===== src/rtl/blob_analyzer.sv =====
// ---------------------------------------------------------------------------
// blob_analyzer: single-pass run-merge blob detector with bounding-box overlay
// Rev 1.0
// ---------------------------------------------------------------------------
`default_nettype none

module blob_analyzer #(
  parameter int H_ACTIVE      = 640,
  parameter int V_ACTIVE      = 480,
  parameter int MAX_BLOBS     = 8,
  parameter int GAP           = 1,
  parameter int MIN_W         = 4,
  parameter int MIN_H         = 4,
  parameter int TIMEOUT_TICKS = 64
) (
  input  logic        app_clk,
  input  logic        app_rst,
  input  logic        app_timer_tick,
  input  logic        mem_clk,
  input  logic        vid_preload_line,
  input  logic        vid_active_pix,
  input  logic [10:0] vid_hpos,
  input  logic [10:0] vid_vpos,
  input  logic        foregnd_px,
  output logic        vid_data_out
);

  localparam int          IW     = (MAX_BLOBS > 1) ? $clog2(MAX_BLOBS) : 1;
  localparam int          TW     = $clog2(TIMEOUT_TICKS + 1);
  localparam logic [11:0] GAP12  = 12'(GAP);
  localparam logic [10:0] X_LAST = 11'(H_ACTIVE - 1);

  logic unused_pins;
  assign unused_pins = &{1'b0, mem_clk, vid_preload_line};

  logic [10:0] prev_h_q, prev_v_q, last_v_q, last_v_d;
  logic        run_open_q, run_open_d;
  logic [10:0] run_s_q, run_s_d, run_e_q, run_e_d, run_y_q, run_y_d;
  logic        cm_pend_q, cm_pend_d;
  logic [10:0] cm_s_q, cm_s_d, cm_e_q, cm_e_d, cm_y_q, cm_y_d;
  logic        fe_q, latch_q, overflow_q, overflow_d, ovl_q, ovl_d;
  logic [TW-1:0] tick_q, tick_d;

  logic [MAX_BLOBS-1:0] wk_v_q, wk_v_d, res_v_q, res_v_d, base_v, match;
  logic [10:0] wk_xmin_q [MAX_BLOBS], wk_xmax_q [MAX_BLOBS], wk_ymin_q [MAX_BLOBS], wk_ymax_q [MAX_BLOBS];
  logic [10:0] wk_xmin_d [MAX_BLOBS], wk_xmax_d [MAX_BLOBS], wk_ymin_d [MAX_BLOBS], wk_ymax_d [MAX_BLOBS];
  logic [10:0] res_xmin_q [MAX_BLOBS], res_xmax_q [MAX_BLOBS], res_ymin_q [MAX_BLOBS], res_ymax_q [MAX_BLOBS];
  logic [10:0] res_xmin_d [MAX_BLOBS], res_xmax_d [MAX_BLOBS], res_ymin_d [MAX_BLOBS], res_ymax_d [MAX_BLOBS];

  logic strobe, wrap;
  assign strobe = ((vid_hpos != prev_h_q) || (vid_vpos != prev_v_q)) &&
                  ({1'b0, vid_hpos} < 12'(H_ACTIVE)) && ({1'b0, vid_vpos} < 12'(V_ACTIVE));
  assign wrap   = strobe && (vid_vpos < last_v_q);
  assign last_v_d = strobe ? vid_vpos : last_v_q;

  // Run tracker: a closing run is handed to the commit stage for the next cycle.
  always_comb begin
    run_open_d = run_open_q;
    run_s_d    = run_s_q;
    run_e_d    = run_e_q;
    run_y_d    = run_y_q;
    cm_pend_d  = 1'b0;
    cm_s_d     = cm_s_q;
    cm_e_d     = cm_e_q;
    cm_y_d     = cm_y_q;
    if (strobe) begin
      if (run_open_q && (vid_vpos == run_y_q)) begin
        if (foregnd_px) begin
          run_e_d = vid_hpos;
          if (vid_hpos == X_LAST) begin
            run_open_d = 1'b0;
            cm_pend_d  = 1'b1;
            cm_s_d     = run_s_q;
            cm_e_d     = vid_hpos;
            cm_y_d     = run_y_q;
          end
        end else begin
          run_open_d = 1'b0;
          cm_pend_d  = 1'b1;
          cm_s_d     = run_s_q;
          cm_e_d     = run_e_q;
          cm_y_d     = run_y_q;
        end
      end else begin
        if (run_open_q) begin
          cm_pend_d = 1'b1;
          cm_s_d    = run_s_q;
          cm_e_d    = run_e_q;
          cm_y_d    = run_y_q;
        end
        run_open_d = foregnd_px;
        run_s_d    = vid_hpos;
        run_e_d    = vid_hpos;
        run_y_d    = vid_vpos;
        // A lone last-column pixel commits at once unless the commit slot is taken;
        // in that case it stays open and closes on the next strobe.
        if (foregnd_px && (vid_hpos == X_LAST) && !run_open_q) begin
          run_open_d = 1'b0;
          cm_pend_d  = 1'b1;
          cm_s_d     = vid_hpos;
          cm_e_d     = vid_hpos;
          cm_y_d     = vid_vpos;
        end
      end
    end
  end

  // Commit stage; during the frame-end latch the table is matched as already cleared.
  always_comb begin
    logic          found, free_found;
    logic [IW-1:0] lm, free_idx;
    logic [10:0]   ux0, ux1, uy0, uy1;
    found = 1'b0; free_found = 1'b0; lm = '0; free_idx = '0;
    ux0 = cm_s_q; ux1 = cm_e_q; uy0 = cm_y_q; uy1 = cm_y_q;
    for (int k = 0; k < MAX_BLOBS; k++) begin
      base_v[k] = wk_v_q[k] && !latch_q;
      match[k]  = base_v[k] &&
                  ({1'b0, cm_s_q} <= {1'b0, wk_xmax_q[k]} + GAP12) &&
                  ({1'b0, cm_e_q} + GAP12 >= {1'b0, wk_xmin_q[k]}) &&
                  ({1'b0, wk_ymax_q[k]} + 12'd1 >= {1'b0, cm_y_q});
      if (match[k]) begin
        if (wk_xmin_q[k] < ux0) ux0 = wk_xmin_q[k];
        if (wk_xmax_q[k] > ux1) ux1 = wk_xmax_q[k];
        if (wk_ymin_q[k] < uy0) uy0 = wk_ymin_q[k];
        if (wk_ymax_q[k] > uy1) uy1 = wk_ymax_q[k];
        if (!found) begin found = 1'b1; lm = IW'(k); end
      end
      if (!base_v[k] && !free_found) begin free_found = 1'b1; free_idx = IW'(k); end
    end
    wk_v_d = base_v;
    wk_xmin_d = wk_xmin_q; wk_xmax_d = wk_xmax_q; wk_ymin_d = wk_ymin_q; wk_ymax_d = wk_ymax_q;
    overflow_d = latch_q ? 1'b0 : overflow_q;
    if (cm_pend_q) begin
      if (found) begin
        wk_v_d = base_v & ~match;
        wk_v_d[lm] = 1'b1;
        wk_xmin_d[lm] = ux0; wk_xmax_d[lm] = ux1; wk_ymin_d[lm] = uy0; wk_ymax_d[lm] = uy1;
      end else if (free_found) begin
        wk_v_d[free_idx] = 1'b1;
        wk_xmin_d[free_idx] = cm_s_q; wk_xmax_d[free_idx] = cm_e_q;
        wk_ymin_d[free_idx] = cm_y_q; wk_ymax_d[free_idx] = cm_y_q;
      end else begin
        overflow_d = 1'b1;
      end
    end
  end

  // Result table and timeout; a frame-end latch overrides a coinciding timeout.
  always_comb begin
    res_v_d = res_v_q;
    res_xmin_d = res_xmin_q; res_xmax_d = res_xmax_q; res_ymin_d = res_ymin_q; res_ymax_d = res_ymax_q;
    tick_d = tick_q;
    if (latch_q) begin
      tick_d = '0;
      res_xmin_d = wk_xmin_q; res_xmax_d = wk_xmax_q; res_ymin_d = wk_ymin_q; res_ymax_d = wk_ymax_q;
      for (int k = 0; k < MAX_BLOBS; k++)
        res_v_d[k] = wk_v_q[k] &&
                     ({1'b0, wk_xmax_q[k]} - {1'b0, wk_xmin_q[k]} + 12'd1 >= 12'(MIN_W)) &&
                     ({1'b0, wk_ymax_q[k]} - {1'b0, wk_ymin_q[k]} + 12'd1 >= 12'(MIN_H));
    end else if (tick_q == TW'(TIMEOUT_TICKS)) begin
      res_v_d = '0;
    end else if (app_timer_tick) begin
      tick_d = tick_q + TW'(1);
    end
  end

  always_comb begin
    ovl_d = 1'b0;
    for (int k = 0; k < MAX_BLOBS; k++)
      if (res_v_q[k] &&
          (((vid_hpos == res_xmin_q[k] || vid_hpos == res_xmax_q[k]) &&
            vid_vpos >= res_ymin_q[k] && vid_vpos <= res_ymax_q[k]) ||
           ((vid_vpos == res_ymin_q[k] || vid_vpos == res_ymax_q[k]) &&
            vid_hpos >= res_xmin_q[k] && vid_hpos <= res_xmax_q[k])))
        ovl_d = 1'b1;
    ovl_d = ovl_d && vid_active_pix;
  end

  always_ff @(posedge app_clk or posedge app_rst) begin
    if (app_rst) begin
      prev_h_q <= '0; prev_v_q <= '0; last_v_q <= '0;
      run_open_q <= 1'b0; run_s_q <= '0; run_e_q <= '0; run_y_q <= '0;
      cm_pend_q <= 1'b0; cm_s_q <= '0; cm_e_q <= '0; cm_y_q <= '0;
      fe_q <= 1'b0; latch_q <= 1'b0; overflow_q <= 1'b0; ovl_q <= 1'b0;
      tick_q <= '0; wk_v_q <= '0; res_v_q <= '0;
    end else begin
      prev_h_q <= vid_hpos; prev_v_q <= vid_vpos; last_v_q <= last_v_d;
      run_open_q <= run_open_d; run_s_q <= run_s_d; run_e_q <= run_e_d; run_y_q <= run_y_d;
      cm_pend_q <= cm_pend_d; cm_s_q <= cm_s_d; cm_e_q <= cm_e_d; cm_y_q <= cm_y_d;
      fe_q <= wrap; latch_q <= fe_q; overflow_q <= overflow_d; ovl_q <= ovl_d;
      tick_q <= tick_d; wk_v_q <= wk_v_d; res_v_q <= res_v_d;
    end
  end

  always_ff @(posedge app_clk) begin
    wk_xmin_q <= wk_xmin_d; wk_xmax_q <= wk_xmax_d; wk_ymin_q <= wk_ymin_d; wk_ymax_q <= wk_ymax_d;
    res_xmin_q <= res_xmin_d; res_xmax_q <= res_xmax_d; res_ymin_q <= res_ymin_d; res_ymax_q <= res_ymax_d;
  end

  assign vid_data_out = ovl_q;

endmodule

`default_nettype wire


===== config.mk =====
export PLATFORM = sky130hd
export DESIGN_NAME = blob_analyzer
export DESIGN_NICKNAME = d
export VERILOG_FILES = /design/src/rtl/blob_analyzer.sv
export SDC_FILE = /design/constraint.sdc
export NUM_CORES = 2
export LEC_CHECK = 0
export CORE_ASPECT_RATIO = 0.8
export CORE_MARGIN = 4
export CORE_UTILIZATION = 35
export CTS_CLUSTER_SIZE = 12
export DETAILED_ROUTE_END_ITERATION = 10
export HOLD_SLACK_MARGIN = 0.12
export SLEW_MARGIN = 20
export SYNTH_ARGS = -nofsm -noshare
export SYNTH_HDL_FRONTEND = slang
export SYNTH_SLANG_ARGS = --single-unit

===== constraint.sdc =====
create_clock -name app_clk -period 32.2 [get_ports app_clk]
set_clock_uncertainty 0.1 [all_clocks]
set_input_delay 3.22 -clock app_clk [delete_from_list [all_inputs] [get_ports app_clk]]
set_output_delay 3.22 -clock app_clk [all_outputs]
set_load 0.01 [all_outputs]

Yosys cells after proc, flatten, opt, wreduce, memory -nomap -nowiden:

Index checks and enable logic that the tools add are counted.

* word-level logic and storage cells: 617
* register bits after elaboration: 831

* equal/unequal tests: 40
* reductions and logical operators: 156
* magnitude comparators: 115
* muxes and demuxes: 168
* $add $sub $neg: 50
* bitwise gates (word level): 7

Operator list (count)
* $mux 11: 83
* $bwmux 88: 8
* $mux 88: 8
* $eq 11x11->1: 33
* $add 11x1->12 const B: 17
* $add 12x1->12 const B: 16
* $ge 12x11->1: 16
* $ge 12x3->1 const B: 16
* $sub 11x11->12: 16
* $lt 11x11->1: 17
* $ge 11x11->1: 16
* $gt 11x11->1: 16
* $le 11x11->1: 16
* $logic_and 1x1->1: 106
* $le 11x12->1: 8
* $demux 11 s3: 2
* $mux 3: 18
* $mux 8: 5
* $mux 1: 39
* $logic_or 1x1->1: 25
* $ne 11x11->1: 2
* $mux 7: 3
* $or 8x8->8: 2
* $logic_not 1->1: 15
* other kinds (20): 33

Depth between registers and ports, before layout:

* depth in word-level cells: 31
* depth in mapped cells: 116

Least setup slack after synthesis:

No wires, ideal clock.

* path type: flip-flop to flip-flop
* start point: register latch_q
* end point: register wk_ymax_q[42] (netlist name) (data pin)
* data arrival time: 27013 ps
* path slack: 4927 ps
* cell stages (with the launch flop): 107
* buffers on the path: 12
* clock period less this slack: 27273 ps
* cell sequence: dfrtp_1 > nand2b_1 > o22ai_2 > nand3_2 > or2_1 > clkbuf_1 > buf_1 > a21oi_1 > ha_1 > nor2b_1 > o21ai_0 > nand2b_1 > a21oi_1 > o311ai_0 > o21bai_1 > o21ai_0 > a221o_1 > a21oi_2 > [71 not listed] > ha_1 > nor2b_1 > o21a_1 > o21a_1 > o21a_1 > o21a_1 > o21a_1 > o21a_1 > o21ai_0 > a21oi_1 > o311ai_0 > or2_2 > clkbuf_1 > clkbuf_1 > nand3_1 > nor2_1 > nand4_1 > o211ai_1

* word-level cells in the longest chain between the ends: 31
* elaborated cells between the ends (all ways): 127
* classes of those cells: order compare: 11; mux: 59; bitwise: 2; reduce/logical: 55

RTL lines
* from (decl): line 41 `logic fe_q, latch_q, overflow_q, overflow_d, ovl_q, ovl_d;`
* from (signal assigned): line 190 `fe_q <= wrap; latch_q <= fe_q; overflow_q <= overflow_d; ovl_q <= ovl_d;`
* $logic_not 1->1 *: line 116 `base_v[k] = wk_v_q[k] && !latch_q;`
* branches (longest 29 deep; another with $gt 11x11->1)
* $mux 88 *: line 134 `if (found) begin`
* to (signal assigned): line 196 `wk_xmin_q <= wk_xmin_d; wk_xmax_q <= wk_xmax_d; wk_ymin_q <= wk_ymin_d; wk_ymax_q <= wk_ymax_d;`
* to (decl): line 45 `logic [10:0] wk_xmin_q [MAX_BLOBS], wk_xmax_q [MAX_BLOBS], wk_ymin_q [MAX_BLOBS], wk_ymax_q [MAX_BLOBS];`

Every way passes the cells marked *. The select of a mux whose other input is x is not followed.
A chain may end at the register's enable or synchronous reset.

Final worst setup path:

* start point: register cm_e_q[2]
* end point: register wk_ymax_q[66] (netlist name) (data pin)

* word-level cells in the longest chain between the ends: 28
* elaborated cells between the ends (all ways): 77
* classes of those cells: add/sub: 1; order compare: 17; mux: 41; bitwise: 1; reduce/logical: 17

RTL lines
* from (decl): line 40 `logic [10:0] cm_s_q, cm_s_d, cm_e_q, cm_e_d, cm_y_q, cm_y_d;`
* from (signal assigned): line 189 `cm_pend_q <= cm_pend_d; cm_s_q <= cm_s_d; cm_e_q <= cm_e_d; cm_y_q <= cm_y_d;`
* $add 11x1->12 *: line 119 `({1'b0, cm_e_q} + GAP12 >= {1'b0, wk_xmin_q[k]}) &&`
* $ge 12x11->1: line 119
* $logic_and 1x1->1: line 118 `({1'b0, cm_s_q} <= {1'b0, wk_xmax_q[k]} + GAP12) &&`
* $logic_and 1x1->1: line 119
* $mux 11: line 121 `if (match[k]) begin`
* $gt 11x11->1: line 125 `if (wk_ymax_q[k] > uy1) uy1 = wk_ymax_q[k];`
* $mux 11: line 125
* $mux 11: line 121
* [12 not listed]
* $gt 11x11->1: line 125
* $mux 11: line 125
* $mux 11: line 121
* $gt 11x11->1: line 125
* $mux 11: line 125
* $mux 11: line 121
* $bwmux 88: line 137 `wk_xmin_d[lm] = ux0; wk_xmax_d[lm] = ux1; wk_ymin_d[lm] = uy0; wk_ymax_d[lm] = uy1;`
* $mux 88 *: line 134

Every way passes the cells marked *; elsewhere a longest branch is shown, timed or not.

==> impl_metrics.tcl <==
set metrics [dict create \
    synth_common_cells "1309 x ha_1, 837 x inv_1, 704 x edfxtp_1" \
    finalSetupTns_ns 0 \
    numCtsBuffers 98 \
    cap_violations 0 \
    p_int_w 0.00258 \
    cp_num_buf_inv 4 \
    vias 63984 \
    setup_violations 0 \
    start_kind "register" \
    clock_power_share_pct 26.2 \
    wl_met3_mm 40.4 \
    status "complete, but fails checks" \
    worst_skew_pair.late_latency_ns 0.77 \
    holdBufCountCts 0 \
    powerDensity_nw_per_um2 56.4 \
    slowest_delay_ns 0.93 \
    path_max_fanout 44 \
    synth_area_sq_um 72900 \
    vdd_ir_drop_max_mv 0.0474 \
    ys_ff_latch 831 \
    tritoncts "yes" \
    syn2layout_area_growth_pct 10.4 \
    portBuffers 27 \
    ys_seq_area_share_pct 33.3 \
    hold_viol_final 0 \
    drt_iter0_drc 8747 \
    wl_met2_mm 118 \
    max-slew-margin-rel_pct 13.7 \
    dieWidth_um 518 \
    cts_sinks 831 \
    drc 2 \
    drive_above_1_share_pct 7.12 \
    yosysMostFrequentCell "ha_1" \
    postRouteAntennaNets 0 \
    final_area_sq_um 80500 \
    clk_pin_slew_ns 0.06 \
    wl_met1_mm 135 \
    coreArea_sq_um 207000 \
    fp-row-count 149 \
    wirelength_mm 308 \
    gr-total-overflow 0 \
    cts_resized 0 \
    synth_cell_types 100 \
    p_seq_share_pct 29.0 \
    crit_path_frequent_cell "o21a_1" \
    post-route-min-period_ns 27.64 \
    post_cts.repair.setup_buffers 0 \
    fillers 20223 \
    htree_levels 3 \
    multi_input_area_sq_um 44600 \
    hp-class "register to register" \
    antenna_found_initial 19 \
    synth.net_count 8922 \
    routed_via_density 6.13 \
    wl_per_cell_um 29.5 \
    leakagePower_nw 34.8 \
    placed_area_sq_um 77100 \
    grt_usage_pct 27.5 \
    yosysTopAreaCell "edfxtp_1" \
    final_cells 10433 \
    syn_area_per_cell_sq_um 9.64 \
    required_ns 32.60 \
    root_buffer "clkbuf_16" \
    crit_type "register to register" \
    final_max_slew_viol_count 0 \
    violations "design-rule violations" \
    die_y_um 416 \
    timing.fmax_mhz 36.2 \
    initial_core_util_pct 35.3 \
    yosys_most_used_dff "edfxtp_1" \
    power_switching_w 0.00196 \
    cts_max_path_buffers 3 \
    p_comb_share_pct 44.7 \
    path_delay_family "compound AO/OA/AOI/OAI gates" \
    grt_pass1_wl_mm 434 \
    top_layer "met5" \
    synth_area_leaders "edfxtp_1 29%, ha_1 22%, dfrtp_1 4.4%" \
    end_kind "register" \
    placed_cells 10243 \
    dieArea_sq_um 216000 \
    final_nets 8979 \
    post-route-util_pct 38.9 \
    grt_pass1_vias 60085 \
    dpl.hpwl_mm 227 \
    tightest_slew_ns 1.29 \
    critical_path.slowest_cell "or2_2" \
    arrival_ns 28.04 \
    rsz0062_at_grt "no" \
    drtPass1Iterations 11 \
    p_sw_share_pct 43.2 \
    grt_max_degree 149 \
    gp_congestion 0.989 \
    ff_latch_area_sq_um 24300 \
    synth_top_area_share_pct 29.0 \
    post_synth_inst_count 7568 \
    synth-async-reset-ratio_pct 15.3 \
    io_pins 30 \
    period_share_pct 85.8 \
    synth_edf_count 704 \
    yosysWarnings 0 \
]
-- flip-flops by register name, indices dropped and copies added, names as in the netlist, 88 cells and up --
register    count
res_xmin_q     88
res_xmax_q     88
wk_xmin_q      88
wk_xmax_q      88
wk_ymax_q      88
wk_ymin_q      88
res_ymax_q     88
res_ymin_q     88
-- path summary, 6_finish.rpt --
| check | from | end | slack [ns] | cells past startpoint |
|---|---|---|---|---|
| min | fe_q$_DFF_PP0_ | latch_q$_DFF_PP0_ | 0.26 | 0 |
| max reg2reg | cm_e_q[2]$_DFFE_PP0P_ | wk_ymax_q[66]$_DFFE_PP_ | 4.56 | 104 |
| max in group asynchronous | app_rst | run_e_q[1]$_DFFE_PP0P_ | 27.74 | 3 |
| min in group asynchronous | app_rst | last_v_q[7]$_DFFE_PP0P_ | 2.84 | 2 |
| max | cm_e_q[2]$_DFFE_PP0P_ | wk_ymax_q[66]$_DFFE_PP_ | 4.56 | 104 |
| min reg2reg | fe_q$_DFF_PP0_ | latch_q$_DFF_PP0_ | 0.26 | 0 |
-- layout by cell type, fill, tap and decap left out, drive strengths merged, types with 19 or more instances in the layout --
cell type,count
o22ai,52
a21o,210
nand3,218
and3,45
o2111ai,27
and4,19
nor2b,138
a31oi,56
o31a,31
nor4,31
clkinv,27
buf,222
o21bai,30
inv,845
xor2,90
a22o,44
nor3,106
a222oi,57
a221oi,31
nand2b,92
nor2,313
o21a,257
mux2i,173
nand2,387
or3,25
nand4,249
o211ai,120
xnor2,179
and2,50
dfrtp,127
a211oi,56
clkbuf,133
edfxtp,704
a21oi,369
ha,1309
mux2,69
o31ai,22
o21ai,479
or2,33
-- through the flow --
step	hold slack, ns	worst slack (ns)	power [W]
after global placement	0.238	5.32	0.00323
after global routing	0.272	2.90	0.00474
after floorplan	0.231	4.93	0.00246
after detailed placement	0.253	5.39	0.00327
after CTS	0.267	5.23	0.00446
final	0.259	4.56	0.00454
-- metal layers --
metal | vias up | track usage, %
met4 | 10 | 10.6
met3 | 651 | 9.03
li1 | 28407 | -
met1 | 31170 | 39.9
met2 | 3746 | 37.1
met5 | - | 0.177
-- kinds of logic (layout without fill, tap and decap cells) --
family	Yosys count	count (layout)	synth area share (%)
AO/OA/AOI/OAI	2054	2054	19.1
XOR/XNOR	269	269	3.23
adder cells (fa/ha/maj)	1326	1326	22.9
buffers and inverters	1110	1249	5.79
flip-flops	831	831	33.3
multiplexers	242	242	3.49
other	0	8	0
AND/OR/NAND/NOR	1736	1736	12.2
-- power groups by stage --
stage / Combinational [W] / Clock, W / Sequential, W
6_report: 0.00203 / 0.00119 / 0.00132
5_1_grt: 0.00217 / 0.00125 / 0.00132
4_1_cts: 0.00194 / 0.00120 / 0.00131
3_5_place_dp: 0.00193 / 0 / 0.00134
3_3_place_gp: 0.00189 / 0 / 0.00133
2_1_floorplan: 0.00115 / 0 / 0.00130
-- final cells by class --
cell class	count	share of cell area, %
Tap cell	2718	4.22
Multi-Input combinational cell	5627	55.4
Sequential cell	831	30.2
Inverter	838	3.91
Timing Repair Buffer	229	2.11
Clock buffer	133	3.32
Antenna cell	8	0.0249
Clock inverter	49	0.777
-- worst reg2reg max path: cells and delay by family (launching register included) --
family / cells / cell delay, ns
mux: 3 / 1.38
xor+xnor: 1 / 0.18
flops: 1 / 0.84
buf+inv: 4 / 0.94
compound gates: 64 / 13.98
fa+ha+maj: 8 / 2.36
simple gates: 24 / 7.62
Power figures use the tool's default switching activity.
